$ cat config.mk
export PLATFORM = sky130hd
export DESIGN_NAME = cacheline_adaptor
export DESIGN_NICKNAME = d
export VERILOG_FILES = /design/src/rtl/cache_types_pkg.sv /design/src/rtl/line_beat_buffer.sv /design/src/rtl/cacheline_adaptor.sv
export SDC_FILE = /design/constraint.sdc
export NUM_CORES = 1
export LEC_CHECK = 0
export BUFFER_PORTS_ARGS = -buffer_cell sky130_fd_sc_hd__clkbuf_2
export CORE_MARGIN = 4
export CORE_UTILIZATION = 25
export CTS_CLUSTER_SIZE = 25
export DETAILED_ROUTE_END_ITERATION = 7
export HOLD_SLACK_MARGIN = 0.15
export PLACE_DENSITY = 0.51
export RECOVER_POWER = 100
export SLEW_MARGIN = 10
export SYNTH_ARGS = -nofsm -noshare
export SYNTH_HDL_FRONTEND = slang
export SYNTH_SLANG_ARGS = --single-unit
$ cat constraint.sdc
create_clock -name clk -period 3 [get_ports clk]
set_input_delay 0.45 -clock clk [delete_from_list [all_inputs] [get_ports clk]]
set_output_delay 0.45 -clock clk [all_outputs]
set_load 0.005 [all_outputs]
$ cat src/rtl/cache_types_pkg.sv
// Shared widths, line/beat types and the adaptor state encoding for the
// cache-to-burst-memory adaptor.
package cache_types_pkg;

   localparam int unsigned LINE_W     = 256;
   localparam int unsigned BURST_W    = 64;
   localparam int unsigned BEATS      = LINE_W / BURST_W;
   localparam int unsigned OFFSET_W   = $clog2(LINE_W / 8);
   localparam int unsigned BEAT_IDX_W = (BEATS > 1) ? $clog2(BEATS) : 1;

   typedef logic [LINE_W-1:0]     line_t;
   typedef logic [BURST_W-1:0]    beat_t;
   typedef logic [BEAT_IDX_W-1:0] beat_idx_t;

   typedef enum logic [1:0] {
      StIdle,
      StRdBurst,
      StWrBurst,
      StDone
   } adaptor_state_e;

endpackage

$ cat src/rtl/line_beat_buffer.sv
// One cache line of storage, viewed as BEATS beats: full-line load,
// beat-indexed write and beat-indexed read. Load wins over beat write.
module line_beat_buffer
   import cache_types_pkg::*;
(
   input  logic      clk,
   input  logic      rst,
   input  logic      load_en,
   input  line_t     load_line,
   input  logic      wr_en,
   input  beat_idx_t wr_idx,
   input  beat_t     wr_beat,
   input  beat_idx_t rd_idx,
   output beat_t     rd_beat,
   output line_t     line
);

   logic [BEATS-1:0][BURST_W-1:0] line_q;

   // Line storage: whole-line load or a single beat update.
   always_ff @(posedge clk) begin
      if (rst) begin
         line_q <= '0;
      end else if (load_en) begin
         line_q <= load_line;
      end else if (wr_en) begin
         line_q[wr_idx] <= wr_beat;
      end
   end

   assign rd_beat = line_q[rd_idx];
   assign line    = line_q;

endmodule

$ cat src/rtl/cacheline_adaptor.sv
// Bridges the cache's line-wide pmem port to a BURST_W-wide burst memory.
// One line transfer becomes BEATS beats; completion is a one-cycle pmem_resp.
// Optional watchdog abort enabled by defining CACHELINE_ADAPTOR_TIMEOUT_EN.
module cacheline_adaptor
   import cache_types_pkg::*;
#(
   parameter int unsigned ADDR_W         = 32,
   parameter int unsigned TIMEOUT_CYCLES = 1024
) (
   input  logic              clk,
   input  logic              rst,
   input  logic [ADDR_W-1:0] pmem_address,
   input  logic              pmem_read,
   input  logic              pmem_write,
   input  logic [LINE_W-1:0] pmem_wdata,
   output logic [LINE_W-1:0] pmem_rdata,
   output logic              pmem_resp,
   output logic [ADDR_W-1:0] mem_address,
   output logic              mem_read,
   output logic              mem_write,
   output logic [BURST_W-1:0] mem_wdata,
   input  logic [BURST_W-1:0] mem_rdata,
   input  logic              mem_resp,
   output logic              err
);

   localparam logic [ADDR_W-1:0] LINE_MASK = ~ADDR_W'((LINE_W / 8) - 1);

   adaptor_state_e    state_q, state_d;
   beat_idx_t         beat_q, beat_d;
   logic [ADDR_W-1:0] addr_q, addr_d;
   logic              is_rd_q, is_rd_d;
   line_t             rdata_q;
   line_t             buf_line;
   line_t             buf_load_line;
   beat_t             buf_beat;
   logic              buf_load;
   logic              buf_wr;
   logic              last_beat;
   logic              timeout;

   assign last_beat = (beat_q == beat_idx_t'(BEATS - 1));

   // Writes stage the line here; reads assemble beats here (cleared at accept
   // so an aborted read exposes only the beats actually received).
   line_beat_buffer u_buf (
      .clk      (clk),
      .rst      (rst),
      .load_en  (buf_load),
      .load_line(buf_load_line),
      .wr_en    (buf_wr),
      .wr_idx   (beat_q),
      .wr_beat  (mem_rdata),
      .rd_idx   (beat_q),
      .rd_beat  (buf_beat),
      .line     (buf_line)
   );

`ifdef CACHELINE_ADAPTOR_TIMEOUT_EN
   localparam int unsigned WDOG_W = $clog2(TIMEOUT_CYCLES + 1);

   logic [WDOG_W-1:0] wdog_q, wdog_d;
   logic              err_q;
   logic              busy;

   assign busy = (state_q == StRdBurst) || (state_q == StWrBurst);

   // Count burst cycles without a beat strobe; any strobe restarts the window.
   always_comb begin
      wdog_d  = '0;
      timeout = 1'b0;
      if (busy && !mem_resp) begin
         wdog_d  = wdog_q + WDOG_W'(1);
         timeout = (wdog_d == WDOG_W'(TIMEOUT_CYCLES));
      end
   end

   // Watchdog counter and sticky error flag.
   always_ff @(posedge clk) begin
      if (rst) begin
         wdog_q <= '0;
         err_q  <= 1'b0;
      end else begin
         wdog_q <= wdog_d;
         if (timeout) begin
            err_q <= 1'b1;
         end
      end
   end

   assign err = err_q;
`else
   assign timeout = 1'b0;
   assign err     = 1'b0;
`endif

   // Next-state logic: accept in idle, count beats, complete through done.
   always_comb begin
      state_d       = state_q;
      beat_d        = beat_q;
      addr_d        = addr_q;
      is_rd_d       = is_rd_q;
      buf_load      = 1'b0;
      buf_load_line = '0;
      buf_wr        = 1'b0;
      unique case (state_q)
         StIdle: begin
            // Write has priority if both requests are (illegally) raised.
            if (pmem_write || pmem_read) begin
               addr_d        = pmem_address & LINE_MASK;
               beat_d        = '0;
               is_rd_d       = !pmem_write;
               buf_load      = 1'b1;
               buf_load_line = pmem_write ? pmem_wdata : '0;
               state_d       = pmem_write ? StWrBurst : StRdBurst;
            end
         end
         StRdBurst: begin
            if (mem_resp) begin
               buf_wr = 1'b1;
               if (last_beat) begin
                  state_d = StDone;
               end else begin
                  beat_d = beat_q + beat_idx_t'(1);
               end
            end else if (timeout) begin
               state_d = StDone;
            end
         end
         StWrBurst: begin
            if (mem_resp) begin
               if (last_beat) begin
                  state_d = StDone;
               end else begin
                  beat_d = beat_q + beat_idx_t'(1);
               end
            end else if (timeout) begin
               state_d = StDone;
            end
         end
         StDone: begin
            state_d = StIdle;
         end
         default: begin
            state_d = StIdle;
         end
      endcase
   end

   // Control state registers.
   always_ff @(posedge clk) begin
      if (rst) begin
         state_q <= StIdle;
         beat_q  <= '0;
         addr_q  <= '0;
         is_rd_q <= 1'b0;
      end else begin
         state_q <= state_d;
         beat_q  <= beat_d;
         addr_q  <= addr_d;
         is_rd_q <= is_rd_d;
      end
   end

   // Completed read line, held across later writes until the next read ends.
   always_ff @(posedge clk) begin
      if (rst) begin
         rdata_q <= '0;
      end else if (state_q == StDone && is_rd_q) begin
         rdata_q <= buf_line;
      end
   end

   assign mem_address = addr_q;
   assign mem_read    = (state_q == StRdBurst);
   assign mem_write   = (state_q == StWrBurst);
   assign mem_wdata   = mem_write ? buf_beat : '0;
   assign pmem_resp   = (state_q == StDone);
   // During the done cycle of a read the fresh line bypasses the hold register.
   assign pmem_rdata  = (pmem_resp && is_rd_q) ? buf_line : rdata_q;

endmodule
==> flow_summary.ini, run 1 <==
[floorplanning]
start_util = 0.253
core_um2 = 109000
pin_count = 713
rows = 121
die_area_um2 = 116000
die_w_um = 341
die_h_um = 341

[placed_design]
place_inst = 4604
detailed_place.area_um2 = 32700
place.detailed.hpwl_um = 82700
place.port_buffers = 701
gp_congestion = 0.797

[min_path]
hold_class = input port to register
hold-path-endpoint = u_buf.line[60]$_SDFFE_PP0P_
holdPathStages = 3
min-delay-start = pmem_wdata[60]

[synthesis]
synth-edff-count = 0
yosysWarningCount = 0
syn_area_per_cell_um2 = 10.3
synthArstFlopShare = 0
netlist_area_um2 = 27700
synth_cell_type_count = 45
yosys-top-cells-area = dfxtp_1, mux2_2, a2111oi_2
synth.largest_area_cell = dfxtp_1
syn_inst = 2686
synth_top_area_share = 0.393
ys.flop_type = dfxtp_1
synth-seq-cells = 544
yosysSeqAreaShare = 0.393

[sta]
finalHoldViolations = 0
timing.final.crit_share = 0.974
fmax_ghz = 0.342
hold_slack_ns = 0.208
finalSetupTns_ns = 0
min_period_ns = 2.92
clock_skew_ns = 0.0220
finalSetupViolations = 0
final_max_slew_viol_count = 0
relSlewSlack = 0.277
rsz0062_at_grt = no
worst_slew_pin_slew_ns = 1.08

[clocking]
cts_buffer_depth = 3
cts-root-buf = clkbuf_16
clock-sinks = 544
path_clk_slew_ns = 0.06
cts_tree = done
clkLatencyLatePin_ns = 0.62
htreeDepth = 3
cts_buffers = 71

[route]
post_drt_via_cell_ratio = 5.37
wl_um = 127000
drt_iter0_markers = 1810
drt_first_pass_iters = 5
wire_per_inst_um = 26.1
vias = 26157
drc = 0
ant_nets = 0

[run_status]
outcome = finished clean

[critical_path]
cp.buffers_inverters = 2
cp.arrival_ns = 2.47
crit_path_end_kind = output port
start_kind = register
crit-reg2reg-capture = u_buf.line[37]$_SDFFE_PP0P_
rr_worst_depth = 8
reg2reg_setup_slack_ns = 0.11
r2r-start = state_q[0]$_SDFFE_PP0P_
worst_path_max_delay_cell = dfxtp_4
critPathRequiredTime_ns = 2.55
path_cells = buf_12, mux4_2, and2_1, clkbuf_1
cp_max_fo = 54
slowest_delay_ns = 0.53
cp_top_family = buffers and inverters
crit_type = register to output port

[layout]
drive_gt1_frac = 0.285
nets = 3692
final_cells = 4870
nFillCells = 11489
area_delta_synth_final_pct = 27.5
postLayoutCellArea_um2 = 35300

[power_and_ir_drop]
seqPwrFrac = 0.340
p_int_mw = 18.6
comb_power_share = 0.378
p_leak_nw = 13.7
ir_drop_mv = 1.05
total_power_mw = 31.0
p_switching_mw = 12.4
power_frac_clock = 0.281
cellPowerDensity_nw_per_um2 = 877
power_switching_share = 0.400

[global_routing]
grt_max_degree = 128
antenna_found_initial = 21
grt_pass1_vias = 26262
grt_util_all_layers = 0.208
grt_first_pass_wirelength_um = 183000
grt_overflow = 0

[flow_run]
cap_violations = 0
[worst max-delay path by stage]
stage | startpoint | endpoint | slack, ns | cells after the start
6_report | beat_q[1]$_SDFFE_PP0P_ | mem_wdata[21] | 0.08 | 4
3_3_place_gp | state_q[0]$_SDFFE_PP0P_ | u_buf.line[33]$_SDFFE_PP0P_ | 0.47 | 7
2_1_floorplan | beat_q[1]$_SDFFE_PP0P_ | u_buf.line[57]$_SDFFE_PP0P_ | 0.81 | 8
4_1_cts | state_q[1]$_SDFFE_PP0P_ | pmem_rdata[253] | -0.03 | 6
3_5_place_dp | state_q[0]$_SDFFE_PP0P_ | u_buf.line[31]$_SDFFE_PP0P_ | 0.40 | 7
5_1_grt | state_q[1]$_SDFFE_PP0P_ | pmem_rdata[240] | 0.01 | 6
[cell families (layout without fill, tap and decap cells)]
| kind of cell | after synthesis | count (layout) | share of synthesized area |
|---|---|---|---|
| buf+inv | 351 | 1041 | 0.0599 |
| fa+ha+maj | 9 | 9 | 0.00407 |
| other cells | 1 | 19 | 0.000135 |
| flops | 544 | 544 | 0.393 |
| mux | 321 | 321 | 0.156 |
| compound gates | 623 | 623 | 0.214 |
| simple gates | 837 | 837 | 0.173 |
[synth_stat cells, types with 2 or more instances]
master     count
a2111oi_0      7
a2111oi_1      3
a2111oi_2    182
a21oi_1       96
a22oi_1       64
a31oi_1       64
a32oi_1      129
and2_1       322
and3_1         2
and4_1        63
buf_1          6
buf_2         88
buf_4         15
buf_6         23
clkbuf_1     212
dfxtp_1      544
ha_1           9
inv_1          6
mux2_2       256
mux4_2        64
nand2_1       55
nor2_1         2
nor3_1       384
o21a_1         3
o22a_1         3
o31ai_1       65
[repair_timing]
action / 4_1_cts / 5_1_grt
hold buffers: 120 / 0
resized for setup: 6 / 4
endpoints found under the setup margin: 163 / 100
hold endpoints to repair: 88 / 0
pin swaps: 0 / 1
setup buffers: 2 / 1
cloned: 1 / 1
[tightest hold or removal path, cell delays in order]
cell	delay (ns)
clkbuf_2	0.08
a32oi_1	0.15
a2111oi_1	0.09
[stage by stage]
step	utilization	setup WS, ns
floorplan	-	0.806
global placement	0.299	0.467
detailed placement	0.299	0.402
CTS	0.332	-0.0268
global route	0.323	0.0136
finish	0.323	0.0786
[metal layers]
metal  vias to the layer above  global-route usage  wire [um]
met4                        12              0.0758       4350
met5                         -                   0         98
met1                     13176               0.260      52700
met2                      1072               0.347      60400
met3                       245              0.0509       9390
li1                      11652                   -          -
[placed cells by master, fill, tap and decap left out, drive strengths merged, types with 55 or more instances in the layout]
cell type / instances
nand2: 55
and2: 322
clkbuf: 815
a2111oi: 192
dfxtp: 544
a22oi: 64
nor3: 384
dlygate4sd3: 120
a21oi: 96
a32oi: 129
a31oi: 64
and4: 63
mux2: 256
mux4: 64
buf: 79
o31ai: 65
[power groups by stage]
stage | sequential (mW) | combinational (mW) | clock (mW)
floorplan | 9.96 | 8.93 | 0
global placement | 10.7 | 12.6 | 0
detailed placement | 10.7 | 12.8 | 0
CTS | 10.6 | 13.1 | 8.96
global route | 10.8 | 12.6 | 9.17
finish | 10.5 | 11.7 | 8.72
[state kept, by name (all words and copies together) (netlist names)]
name and cells:
state_q 2, u_buf.line 256, rdata_q 256, is_rd_q 1, mem_address 27, beat_q 2
[cell type report]
cell class	instances	area, um^2	area share
Antenna cell	13	32.5	0.000921
Clock buffer	107	2160	0.0611
Clock inverter	21	218	0.00616
Inverter	6	30.0	0.000850
Multi-Input combinational cell	1796	14500	0.411
Sequential cell	544	10900	0.309
Tap cell	1476	1850	0.0523
Timing Repair Buffer	907	5620	0.159
Note: power is estimated with default switching activity, not from simulation.
==> run 2: changes to the inputs <==
--- a/config.mk
+++ b/config.mk
@@ -6,12 +6,12 @@
 export NUM_CORES = 1
 export LEC_CHECK = 0
 export BUFFER_PORTS_ARGS = -buffer_cell sky130_fd_sc_hd__clkbuf_2
-export CORE_MARGIN = 4
-export CORE_UTILIZATION = 25
+export CORE_AREA = 4 4 278 280
 export CTS_CLUSTER_SIZE = 25
 export DETAILED_ROUTE_END_ITERATION = 7
+export DIE_AREA = 0 0 282 284
 export HOLD_SLACK_MARGIN = 0.15
-export PLACE_DENSITY = 0.51
+export PLACE_DENSITY = 0.66
 export RECOVER_POWER = 100
 export SLEW_MARGIN = 10
 export SYNTH_ARGS = -nofsm -noshare
==> run 2 against run 1 <==
The flow now finishes with violations (max-capacitance violations, max-slew violations). Via count increased by 1.2%. Worst hold slack worse by 0.015 ns. Sequential cell count unchanged. Critical endpoint is now mem_wdata[13].
==> flow_summary.ini, run 2 (synthesis results as in run 1) <==
[sta]
min_period_ns = 2.88
worst_slew_pin_slew_ns = 1.79
relSlewSlack = -0.195
setup_slack_ns = 0.122
finalSetupTns_ns = 0
fmax_ghz = 0.347
final_max_slew_viol_count = 98
timing.final.crit_share = 0.959
clock_skew_ns = 0.0216
rsz0062_at_grt = no
hold_slack_ns = 0.193
finalHoldViolations = 0
finalSetupViolations = 0

[layout]
postLayoutCellArea_um2 = 34600
layout_common_cells = clkbuf_2, dfxtp_1, nor3_1, and2_1, mux2_2
drive_gt1_frac = 0.335
final_cells = 4352
utilization = 0.465
final_common_cell = clkbuf_2
nets = 3687
area_delta_synth_final_pct = 24.9

[route]
drt_first_pass_iters = 5
wire_per_inst_um = 25.5
wl_um = 111000
ant_nets = 0
drc = 0
drt_iter0_markers = 2372
post_drt_via_cell_ratio = 6.08
vias = 26474

[min_path]
holdPathStages = 3
hold-path-endpoint = u_buf.line[189]$_SDFFE_PP0P_
hold_class = input port to register
min-delay-start = pmem_wdata[189]

[critical_path]
cp_top_family = multiplexers
r2r-start = state_q[0]$_SDFFE_PP0P_
slowest_delay_ns = 0.56
rr_worst_depth = 7
reg2reg_setup_slack_ns = 0.16
path_cells = buf_12, mux4_2, and2_0, clkbuf_2
crit_path_end_kind = output port
cp.arrival_ns = 2.43
cp_max_fo = 30
start_kind = register
crit-reg2reg-capture = u_buf.line[78]$_SDFFE_PP0P_
cp-startpoint = beat_q[0]$_SDFFE_PP0P_
crit_type = register to output port
worst_path_max_delay_cell = mux4_2
critPathRequiredTime_ns = 2.55
cp.buffers_inverters = 2

[run_status]
outcome = finished with violations
violations = max-capacitance violations, max-slew violations

[floorplanning]
start_util = 0.372
die_area_um2 = 80100
rows = 100
pin_count = 713
die_w_um = 282
core_um2 = 74400
die_h_um = 284

[power_and_ir_drop]
ir_drop_mv = 0.522
p_leak_nw = 13.9
total_power_mw = 30.4
cellPowerDensity_nw_per_um2 = 880

[global_routing]
antenna_found_initial = 16
grt_max_degree = 121
grt_overflow = 0
grt_pass1_vias = 26138
grt_first_pass_wirelength_um = 165000
grt_util_all_layers = 0.263

[placed_design]
place.detailed.hpwl_um = 75000
place_inst = 4141
post-place-ws_ns = 0.521
detailed_place.area_um2 = 32500
place.port_buffers = 701
gp_congestion = 0.864

[clocking]
cts_buffer_depth = 3
cts-root-buf = clkbuf_16
path_clk_slew_ns = 0.06
cts_buffers = 66
clkLatencyLatePin_ns = 0.60
clock-sinks = 544
cts_tree = done
htreeDepth = 3

[flow_run]
cap_violations = 1
[run 2: repair_timing]
item	in CTS	in global routing
buffers inserted	0	3
endpoints found under the setup margin	0	26
resized for setup	0	2
endpoints found under the hold margin	83	0
hold buffers	78	0
[run 2: layout make-up]
class	instances	area [um^2]
Tap cell	969	1210
Antenna cell	13	32.5
Clock inverter	28	294
Timing Repair Buffer	907	5630
Clock buffer	89	1850
Multi-Input combinational cell	1796	14700
Fill cell	7093	39900
Inverter	6	22.5
Sequential cell	544	10900
[run 2: worst register-to-register path: stages, from the launching register on]
cell	delay, ns
dfxtp_1	0.33
inv_1	0.14
ha_1	0.27
o21a_1	0.81
buf_12	0.28
buf_6	0.31
nor3_1	0.10
a2111oi_0	0.45
[run 2: how the worst max path moves through the flow]
stage	depth (start not counted)	slack (ns)	to
after global routing	4	0.0002	mem_wdata[57]
after global placement	5	0.53	u_buf.line[255]$_SDFFE_PP0P_
after CTS	4	0.03	mem_wdata[11]
after floorplan	8	0.81	u_buf.line[57]$_SDFFE_PP0P_
final	4	0.12	mem_wdata[13]
after detailed placement	5	0.52	u_buf.line[255]$_SDFFE_PP0P_
[run 2: routing by layer]
metal  part of all wire  track usage  up-vias
li1                   -            -    11589
met1               0.39        0.335    12977
met2               0.47        0.424     1552
met3              0.085       0.0480      348
met4              0.053        0.137        8
met5            0.00054            0        -
[run 2: report_power, final]
| part | leakage (nW) | internal, mW | switching [mW] |
|---|---|---|---|
| Sequential | 4.44 | 8.85 | 1.78 |
| Combinational | 8.41 | 4.71 | 7.13 |
| Clock | 1.05 | 4.57 | 3.41 |
==> run 3: changes to the inputs <==
--- a/config.mk
+++ b/config.mk
@@ -5,13 +5,14 @@
 export SDC_FILE = /design/constraint.sdc
 export NUM_CORES = 1
 export LEC_CHECK = 0
+export ABC_AREA = 1
 export BUFFER_PORTS_ARGS = -buffer_cell sky130_fd_sc_hd__clkbuf_2
 export CORE_AREA = 4 4 278 280
 export CTS_CLUSTER_SIZE = 25
 export DETAILED_ROUTE_END_ITERATION = 7
 export DIE_AREA = 0 0 282 284
 export HOLD_SLACK_MARGIN = 0.15
-export PLACE_DENSITY = 0.66
+export PLACE_DENSITY = 0.69
 export RECOVER_POWER = 100
 export SLEW_MARGIN = 10
 export SYNTH_ARGS = -nofsm -noshare
==> run 3 against run 2 <==
The run still ends with max-capacitance violations, max-slew violations left. Largest cell class unchanged. Synthesized cell count increased by 85%. Critical path type unchanged. Setup slack improved by 0.0047 ns. Sequential cell count unchanged. Routed wire length increased by 1.7%. Non-clock buffer count decreased by 52. Clock-buffer cell count increased by 4. Global-route usage increased by 0.33 points. Cell count increased by 51%. Utilization increased by 2.1 points. First-iteration DRC count increased by 16%. Via count increased by 21%.
==> flow_summary.ini, run 3 <==
[run_status]
outcome = finished with violations
violations = max-capacitance violations, max-slew violations

[layout]
final_common_cell = nand2_1
layout_common_cells = nand2_1, inv_1, nor2_1, dfxtp_1, clkbuf_2
drive_gt1_frac = 0.126
postLayoutCellArea_um2 = 36100
nFillCells = 7808
area_delta_synth_final_pct = 23.1
utilization = 0.485
ff_latch_area_um2 = 10900
multi_input_area_um2 = 13300
nets = 5894

[floorplanning]
pin_count = 713
core_um2 = 74400
start_util = 0.394
die_h_um = 284
die_area_um2 = 80100
die_w_um = 282
rows = 100

[synthesis]
synthTopCellsByCount = nand2_1, inv_1, nor2_1
syn_inst = 4956
syn_area_per_cell_um2 = 5.93
synth.largest_area_cell = dfxtp_1
synth_cell_type_count = 22
yosys-top-cells-area = dfxtp_1, nand2_1, inv_1
yosysSeqAreaShare = 0.371
ys.flop_type = dfxtp_1
synth_top_area_share = 0.371
synth-seq-cells = 544
synthArstFlopShare = 0
yosysMostFrequentCell = nand2_1
netlist_area_um2 = 29400
yosysWarningCount = 0
synth-edff-count = 0

[power_and_ir_drop]
p_int_mw = 17.4
total_power_mw = 30.5
power_switching_share = 0.430
cellPowerDensity_nw_per_um2 = 845
comb_power_share = 0.416
power_frac_clock = 0.260
p_leak_nw = 21.9
p_switching_mw = 13.1
seqPwrFrac = 0.325
ir_drop_mv = 0.759

[flow_run]
cap_violations = 2

[route]
ant_nets = 0
vias = 32079
drt_iter0_markers = 2753
drt_first_pass_iters = 6
wl_um = 113000
wire_per_inst_um = 17.2
post_drt_via_cell_ratio = 4.89
drc = 0

[global_routing]
grt_util_all_layers = 0.266
grt_pass1_vias = 29717
antenna_found_initial = 14
grt_first_pass_wirelength_um = 170000
grt_overflow = 0
grt_max_degree = 136

[placed_design]
detailed_place.area_um2 = 33500
place.port_buffers = 701
gp_congestion = 0.887
place.detailed.hpwl_um = 73400

[sta]
finalSetupViolations = 0
worst_slew_pin_slew_ns = 1.92
clock_skew_ns = 0.0123
rsz0062_at_grt = no
finalHoldViolations = 0
fmax_ghz = 0.348
relSlewSlack = -0.277
finalSetupTns_ns = 0
hold_slack_ns = 0.180
min_period_ns = 2.87
timing.final.crit_share = 0.958
final_max_slew_viol_count = 246

[min_path]
min-delay-start = pmem_wdata[129]
hold_class = input port to register

[clocking]
htreeDepth = 2
clkLatencyLatePin_ns = 0.62
cts_tree = done
cts-root-buf = clkbuf_16
cts_buffer_depth = 3
path_clk_slew_ns = 0.06
clock-sinks = 544
cts_buffers = 61

[critical_path]
critPathRequiredTime_ns = 2.55
cp_max_fo = 35
start_kind = register
cp-startpoint = state_q[0]$_SDFFE_PP0P_
crit_path_end_kind = output port
path_cells = inv_1, ha_1, inv_2, buf_6, a21oi_1, clkbuf_1
cp.buffers_inverters = 4
cp_top_family = buffers and inverters
crit_type = register to output port
r2r-start = state_q[0]$_SDFFE_PP0P_
cp.arrival_ns = 2.42
worst_path_max_delay_cell = buf_6
slowest_delay_ns = 0.38
[run 3: cell type report]
cell class | count | share of cell area
inverter | 977 | 0.101
antenna | 10 | 0.000692
multi-input combinational | 3089 | 0.368
clock buffer | 93 | 0.0509
sequential | 544 | 0.301
clock inverter | 19 | 0.00762
tap | 969 | 0.0335
timing repair buffer | 855 | 0.136
[run 3: stage by stage]
| stage | setup WS, ns | std cells |
|---|---|---|
| final | 0.127 | 6556 |
| after global routing | 0.00991 | 6553 |
| after CTS | 0.0483 | 6544 |
| after detailed placement | 0.482 | 6344 |
| after global placement | 0.536 | 6344 |
| after floorplan | 1.14 | 4961 |
[run 3: timing repair]
action	in CTS	in global routing
hold endpoints to repair	99	0
gates resized for setup	1	15
setup buffers	0	0
endpoints found under the setup margin	8	39
cloned	0	2
hold buffers	88	0
pin swaps	0	1
[run 3: power groups by stage]
stage | logic, mW | clock network (mW) | registers (mW)
2_1_floorplan | 8.83 | 0 | 9.65
3_3_place_gp | 12.4 | 0 | 10.0
3_5_place_dp | 12.5 | 0 | 10.0
4_1_cts | 12.7 | 8.05 | 9.91
5_1_grt | 14.2 | 8.35 | 10.1
6_report | 12.7 | 7.92 | 9.92
[run 3: routing by layer]
layer | GRT usage | up-vias | wire length (um)
met2 | 0.449 | 1442 | 52800
li1 | - | 15960 | -
met3 | 0.0471 | 310 | 9390
met1 | 0.332 | 14359 | 45300
met4 | 0.117 | 8 | 5250
met5 | 0 | - | 60
[run 3: path summary, 6_finish.rpt]
path | to | slack, ns | cells past startpoint
max | mem_wdata[46] | 0.13 | 6
min | u_buf.line[129]$_SDFFE_PP0P_ | 0.18 | 5
max reg2reg | u_buf.line[80]$_SDFFE_PP0P_ | 0.19 | 9
min reg2reg | mem_address[30]$_SDFFE_PP0P_ | 0.48 | 2
[run 3: worst min-delay path, cell delays in order]
cell and delay, ns:
clkbuf_2 0.08, nand2_1 0.06, nand2_1 0.08, inv_1 0.06, nor2_1 0.03
[run 3: kinds of logic (layout without fill, tap and decap cells)]
logic type | count (synthesis) | after routing | synth area share
fa+ha+maj | 9 | 9 | 0.00383
simple gates | 2401 | 2402 | 0.324
other cells | 1 | 16 | 0.000128
flops | 544 | 544 | 0.371
buf+inv | 1329 | 1944 | 0.181
compound gates | 672 | 672 | 0.120
